$ cat src/rtl/mac_ctrl_pkg.sv
// mac_ctrl_pkg
//   Shared definitions for the dot-product MAC sequencer: the FSM state
//   encoding and width helpers for the result bus and the pair counter.
package mac_ctrl_pkg;

  typedef enum logic [2:0] {
    ST_IDLE  = 3'd0,
    ST_CLEAR = 3'd1,
    ST_ACCUM = 3'd2,
    ST_DRAIN = 3'd3,
    ST_OUT   = 3'd4
  } mac_ctrl_state_e;

  // The MAC result is three operand widths wide.
  function automatic int calc_result_w(input int data_width);
    return 3 * data_width;
  endfunction

  // The counter must be able to hold VEC_LEN itself.
  function automatic int calc_cnt_w(input int vec_len);
    return $clog2(vec_len + 1);
  endfunction

endpackage

$ cat src/rtl/mac_dot_ctrl.sv
// mac_dot_ctrl
//   Sequences one external MAC through a fixed-length dot product. Clears
//   the accumulator, feeds VEC_LEN accepted operand pairs (gating En per
//   pair), waits one cycle for the last accumulation, then presents Cout on
//   a valid/ready result port. Contains no arithmetic.
//
// Ports
//   clk, rst_n          clock, asynchronous active-low reset
//   start, abort        begin a vector (IDLE only) / cancel to IDLE
//   busy                high whenever not IDLE
//   in_a, in_b          operand pair; in_valid/in_ready handshake
//   mac_en, mac_clr     MAC En / Clr strobes
//   mac_ain, mac_bin    registered operands to the MAC
//   mac_cout            accumulator value from the MAC
//   res_data            result (zero outside OUT); res_valid/res_ready
module mac_dot_ctrl
  import mac_ctrl_pkg::*;
#(
  parameter int DATA_WIDTH = 8,
  parameter int VEC_LEN    = 8,
  localparam int RESULT_W  = calc_result_w(DATA_WIDTH)
) (
  input  logic                  clk,
  input  logic                  rst_n,
  input  logic                  start,
  input  logic                  abort,
  output logic                  busy,
  input  logic [DATA_WIDTH-1:0] in_a,
  input  logic [DATA_WIDTH-1:0] in_b,
  input  logic                  in_valid,
  output logic                  in_ready,
  output logic                  mac_en,
  output logic                  mac_clr,
  output logic [DATA_WIDTH-1:0] mac_ain,
  output logic [DATA_WIDTH-1:0] mac_bin,
  input  logic [RESULT_W-1:0]   mac_cout,
  output logic [RESULT_W-1:0]   res_data,
  output logic                  res_valid,
  input  logic                  res_ready
);

  localparam int CNT_W = calc_cnt_w(VEC_LEN);
  localparam logic [CNT_W-1:0] LAST_CNT = CNT_W'(VEC_LEN - 1);

  mac_ctrl_state_e       state_q, state_d;
  logic [CNT_W-1:0]      cnt_q, cnt_d;
  logic [DATA_WIDTH-1:0] ain_q, ain_d;
  logic [DATA_WIDTH-1:0] bin_q, bin_d;
  logic                  en_q, en_d;
  logic                  accept;

  // in_ready is purely a function of state, so there is no path from
  // in_valid back to in_ready.
  assign accept = in_valid && (state_q == ST_ACCUM);

  always_comb begin
    state_d = state_q;
    cnt_d   = cnt_q;
    ain_d   = ain_q;
    bin_d   = bin_q;
    en_d    = 1'b0;   // En is only ever high the cycle after an accept

    if (abort && (state_q != ST_IDLE)) begin
      // Abort beats a simultaneous handshake: the pair is not counted and
      // En is not raised. The MAC is left dirty until the next CLEAR.
      state_d = ST_IDLE;
    end else begin
      case (state_q)
        ST_IDLE: begin
          if (start) state_d = ST_CLEAR;
        end
        ST_CLEAR: begin
          cnt_d   = '0;
          state_d = ST_ACCUM;
        end
        ST_ACCUM: begin
          if (accept) begin
            ain_d = in_a;
            bin_d = in_b;
            en_d  = 1'b1;
            cnt_d = cnt_q + CNT_W'(1);
            if (cnt_q == LAST_CNT) state_d = ST_DRAIN;
          end
        end
        ST_DRAIN: begin
          // En carries the last pair during this cycle; the MAC absorbs it
          // at the closing edge, so Cout is final once we reach OUT.
          state_d = ST_OUT;
        end
        ST_OUT: begin
          if (res_ready) state_d = ST_IDLE;
        end
        default: state_d = ST_IDLE;
      endcase
    end
  end

  always_ff @(posedge clk or negedge rst_n) begin
    if (!rst_n) begin
      state_q <= ST_IDLE;
      cnt_q   <= '0;
      ain_q   <= '0;
      bin_q   <= '0;
      en_q    <= 1'b0;
    end else begin
      state_q <= state_d;
      cnt_q   <= cnt_d;
      ain_q   <= ain_d;
      bin_q   <= bin_d;
      en_q    <= en_d;
    end
  end

  // All control outputs decode the registered state, so they are glitch-free
  // and fall to their reset values as soon as rst_n asserts.
  assign busy      = (state_q != ST_IDLE);
  assign in_ready  = (state_q == ST_ACCUM);
  assign mac_clr   = (state_q == ST_CLEAR);
  assign mac_en    = en_q;
  assign mac_ain   = ain_q;
  assign mac_bin   = bin_q;
  assign res_valid = (state_q == ST_OUT);
  assign res_data  = (state_q == ST_OUT) ? mac_cout : '0;

endmodule

$ cat config.mk
export PLATFORM = sky130hd
export DESIGN_NAME = mac_dot_ctrl
export DESIGN_NICKNAME = d
export VERILOG_FILES = /design/src/rtl/mac_ctrl_pkg.sv /design/src/rtl/mac_dot_ctrl.sv
export SDC_FILE = /design/constraint.sdc
export NUM_CORES = 1
export LEC_CHECK = 0
export ABC_AREA = 1
export ABC_CLOCK_PERIOD_IN_PS = 1300
export BUFFER_PORTS_ARGS = -buffer_cell sky130_fd_sc_hd__clkbuf_2
export CORE_MARGIN = 10
export CORE_UTILIZATION = 37
export DETAILED_ROUTE_END_ITERATION = 10
export GPL_TIMING_DRIVEN = 0
export PLACE_DENSITY = 0.76
export SLEW_MARGIN = 0
export SYNTH_ARGS = -nofsm -noshare
export SYNTH_HDL_FRONTEND = slang
export SYNTH_SLANG_ARGS = --single-unit
export TNS_END_PERCENT = 20
$ cat constraint.sdc
create_clock -name clk -period 1.3 [get_ports clk]
set_input_delay 0.13 -clock clk [delete_from_list [all_inputs] [get_ports clk]]
set_output_delay 0.13 -clock clk [all_outputs]
set_load 0.05 [all_outputs]
Word-level counts from Yosys, hierarchy flattened
Index checks and enable logic that the tools add are counted.

Output and inout port bits: 45. Latch bits: 0. Word-level logic and storage cells: 37. Bits in registers: 24. Memory bits (writable): 0. ROM bits: 0. Memories: 0.

$lt $le $gt $ge: 0. Shift operators: 0. Reduce and logical (&&, ||, !) cells: 8. Multipliers: 0. Add/subtract/negate cells: 1. Divide/modulo/power cells: 0. Muxes and demuxes: 12. Bitwise gates (word level): 1. Equality and inequality tests: 10.

Operators by type and width (number): $mux 24 (1); $mux 3 (5); $pmux 3 s5 (1); $ne 3x1->1 const B (3); $pmux 4 s2 (1); $eq 3x2->1 const B (2); $reduce_and 3->1 (2); $add 4x1->4 const B (1); $eq 4x3->1 const B (1); $mux 4 (1); $reduce_and 4->1 (1); $eq 3x1->1 const B (1); $eq 3x3->1 const B (1); $logic_not 3->1 (1); $mux 1 (3); $ne 3x3->1 const B (1); $reduce_bool 3->1 (1); $logic_and 1x1->1 (2); $ne 2x1->1 const B (1); $reduce_bool 2->1 (1); $not 1->1 (1).

Longest topological paths before layout
Depth in word-level cells: 5. Mapped depth: 8. Depth with buffers taken out: 7.

Worst setup path before layout
Ideal clock, no wire load.

Kind: register -> output. Start: register state_q[1]. End: output port res_data[10]. Cell stages (with the launch flop): 6. Path slack: -1.098 ns. Data required time: 1.170 ns. Buffers on the path: 2. Arrival: 2.268 ns. Path through: dfrtp_1 > buf_2 > nor3_2 > inv_2 > clkbuf_1 > nor2_1.

Cells in the longest elaborated chain, start to end: 2.

Ends and longest elaborated chain: from (decl) (line mac_dot_ctrl.sv:45) `mac_ctrl_state_e state_q, state_d;`; from (signal assigned) (line mac_dot_ctrl.sv:106) `state_q <= state_d;`; $eq 3x3->1; net res_valid (line mac_dot_ctrl.sv:38) `output logic res_valid,`; $mux 24 (line mac_dot_ctrl.sv:123) `assign res_data = (state_q == ST_OUT) ? mac_cout : '0;`; to (decl) (line mac_dot_ctrl.sv:37) `output logic [RESULT_W-1:0] res_data,`.

The timed path passes the listed nets, and every way through them passes these cells.

Worst setup path in the final report
Start: register state_q[2]. End: output port res_data[20].

Cells in the longest elaborated chain, start to end: 2.

Ends and longest elaborated chain (line): $eq 3x3->1 (mac_dot_ctrl.sv:123); $mux 24 (mac_dot_ctrl.sv:123).

Every way passes these cells.

==> run_results.csv <==
group,metric,value,unit
route,dr.pass1.iters,4,
timing,rsz0062_at_grt,"yes",
logic_synthesis,syn_area,1310,sq um
place,globalplace.congestion,0.824,
timing,finalSetupViolations,50,
setup_path,rrSetupSlack,-0.27,ns
route,via_per_inst,4.46,
global_route,grt_busiest_layer,"met2",
finish,final_layout_size_suffix_gt1_share,55.1,%
timing,fin_skew,0.00458,ns
place,port_buffers,90,
setup_path,cp.arrival,1.60,ns
worst_hold_path,min_to,"mac_ain[4]",
place,placedCellCount,314,
clocking,clockBufferDepth,2,
clocking,tritoncts,"built",
outcome,outcome,"finished, violations left",
logic_synthesis,ys_dominant_reg_cell,"dfrtp_1",
finish,layout_common_cells,"clkbuf_2, nand2_1, inv_1, buf_8, nor2_4",
timing,period_share,133,%
setup_path,timing.critical_path.buf_inv,4,
setup_path,critical_path.max_stage_delay,0.40,ns
setup_path,crit_family,"buffers and inverters",
power,finalPower,0.00459,W
logic_synthesis,syn_nets,225,
worst_hold_path,hold-path-cell-count,3,
power,power.leakage,1.39,nW
setup_path,cp.required,1.17,ns
logic_synthesis,yosys_warnings,0,
finish,nNetsFinal,335,
floorplan,io-pin-count,91,
route,drt_wl_total,4960,microns
finish,fin_cells,333,
floorplan,start_util,38.9,%
setup_path,path_cells,"inv_2, nor3_4, clkinv_4, clkbuf_16, nor2_4, buf_8",
global_route,gr-total-overflow,0,
floorplan,rows,21,
logic_synthesis,postSynthCellCount,178,
clocking,htree_levels,1,
power,power-per-cell-area,1810,nW/um^2
floorplan,dieArea,6310,sq um
place,hpwl,3470,microns
global_route,grt_util_met3,5.18,%
route,vias,1486,
floorplan,core-area,3360,sq um
global_route,grt_pass1_wl,7850,microns
setup_path,timing.rr.start,"state_q[2]",
setup_path,path_class,"reg2out",
clocking,cts_made_buffers,3,
route,wl_per_cell,14.9,microns
global_route,antenna_found_initial,0,
global_route,grt_pass1_vias,1597,
finish,fin_util,75.5,%
floorplan,die_w,79.4,microns
timing,slew_headroom,61.6,%
route,ant_nets,0,
timing,hold_viol_final,0,
logic_synthesis,synth.distinct_cells,23,
setup_path,worstReg2RegEnd,"mac_ain[6]",
clocking,clk_latency,0.31,ns
timing,max_freq,577,MHz
logic_synthesis,async_flop_share,100,%
logic_synthesis,syn_area_per_cell,7.35,sq um
flow_run,drv_cap,0,
setup_path,cp_max_fo,6,
logic_synthesis,synth_edf_count,0,
outcome,violations,"setup timing",
finish,antenna_cells,0,
global_route,gr-usage-met1,17.6,%
setup_path,crit_path_top_delay_cell,"dfrtp_1",
timing,worstMarginPinSlew,0.576,ns
clocking,cts.clk_slew.worst_paths,0.13,ns
setup_path,crit_path_end_kind,"primary output",
setup_path,rr_worst_depth,9,
global_route,track_usage,15.0,%
timing,fin_tns_setup,-15.23,ns
timing,setup_ws,-0.434,ns
power,vdd_drop_max,1230,uV
timing,slew_violations,0,
timing,min_period,1.73,ns
clocking,cts_root_buf,"clkbuf_4",
global_route,use_met2,25.7,%
logic_synthesis,synth.yosys.seq_area_share,45.9,%
setup_path,start_kind,"register",
logic_synthesis,ys_ff_latch,24,
floorplan,die_y,79.4,microns
clocking,cts_sinks,24,
finish,layout_commonest_cell,"clkbuf_2",
route,drc,0,
finish,area_delta_synth_final,94.2,%
worst_hold_path,hp-class,"in2reg",
worst_hold_path,hold_start,"in_a[4]",
global_route,grt_max_degree,25,
route,drt_iter0_drc,32,
==> state kept, by name, indices dropped and copies added (netlist names) <==
name / count
mac_ain: 8
mac_bin: 8
cnt_q: 4
state_q: 3
mac_en: 1
==> worst max path at each step <==
stage,startpoint,to,depth (start not counted)
3_3_place_gp,state_q[2],res_data[10],6
3_5_place_dp,state_q[2],res_data[10],6
4_1_cts,state_q[1],res_data[9],6
5_1_grt,state_q[1],res_data[10],6
6_report,state_q[2],res_data[20],6
2_1_floorplan,state_q[2],res_data[10],5
==> where the power goes <==
part,switching (W),internal (W)
registers,0.000191,0.00105
clock network,0.000220,0.000171
logic,0.00207,0.000881
total,0.00248,0.00210
==> layout make-up <==
type,count,area (sq um)
repair buffers,105,873
fillers,226,825
multi-input cells,113,728
flip-flops and latches,24,602
inverters,36,153
plain buffers,5,88.8
well taps,46,57.6
clock buffers,4,36.3
==> synthesized netlist by cell type (2+ instances only) <==
library cell,instances,area (sq um)
buf_2,2,10.0
dfrtp_1,24,601
nor2_1,26,97.6
o21ai_0,5,25.0
clkbuf_1,2,7.51
nand2_2,9,56.3
inv_1,33,124
nand3_1,7,35.0
nand4_1,3,18.8
nand2_1,54,203
==> routing by layer <==
layer,routed length (microns),part of all wire (%)
met4,35,0.71
met3,502,10
met5,0,0
met2,2400,48
met1,2020,41
==> worst min-delay path: stages <==
cell and delay (ns):
clkbuf_2 0.08, nand2_1 0.04, nand2_1 0.04
==> cells by family (layout without fill, tap and decap cells) <==
family | after synthesis | in the layout | share of synthesized area [%]
adders and majority gates | 1 | 1 | 0.957
and+or+nand+nor | 107 | 107 | 37.4
buffers and inverters | 41 | 150 | 13.8
AOI/OAI and AO/OA | 5 | 5 | 1.91
DFF | 24 | 24 | 45.9
==> what timing repair did <==
action,in CTS,in global routing
endpoints found under the hold margin,27,0
gates resized for setup,62,44
pin swaps,3,4
endpoints found under the setup margin,45,50
hold buffers,4,0
cloned,2,0
setup buffers,3,6
==> stage by stage <==
stage               setup WS [ns]  instance area [sq um]  hold slack, ns
floorplan                  -0.532                   1520          -0.166
global placement           -0.227                   2020           0.157
detailed placement         -0.248                   2020           0.159
CTS                        -0.435                   2400         0.00348
global route               -0.530                   2540         0.00786
finish                     -0.434                   2540         0.00823
Power figures use the tool's default switching activity.
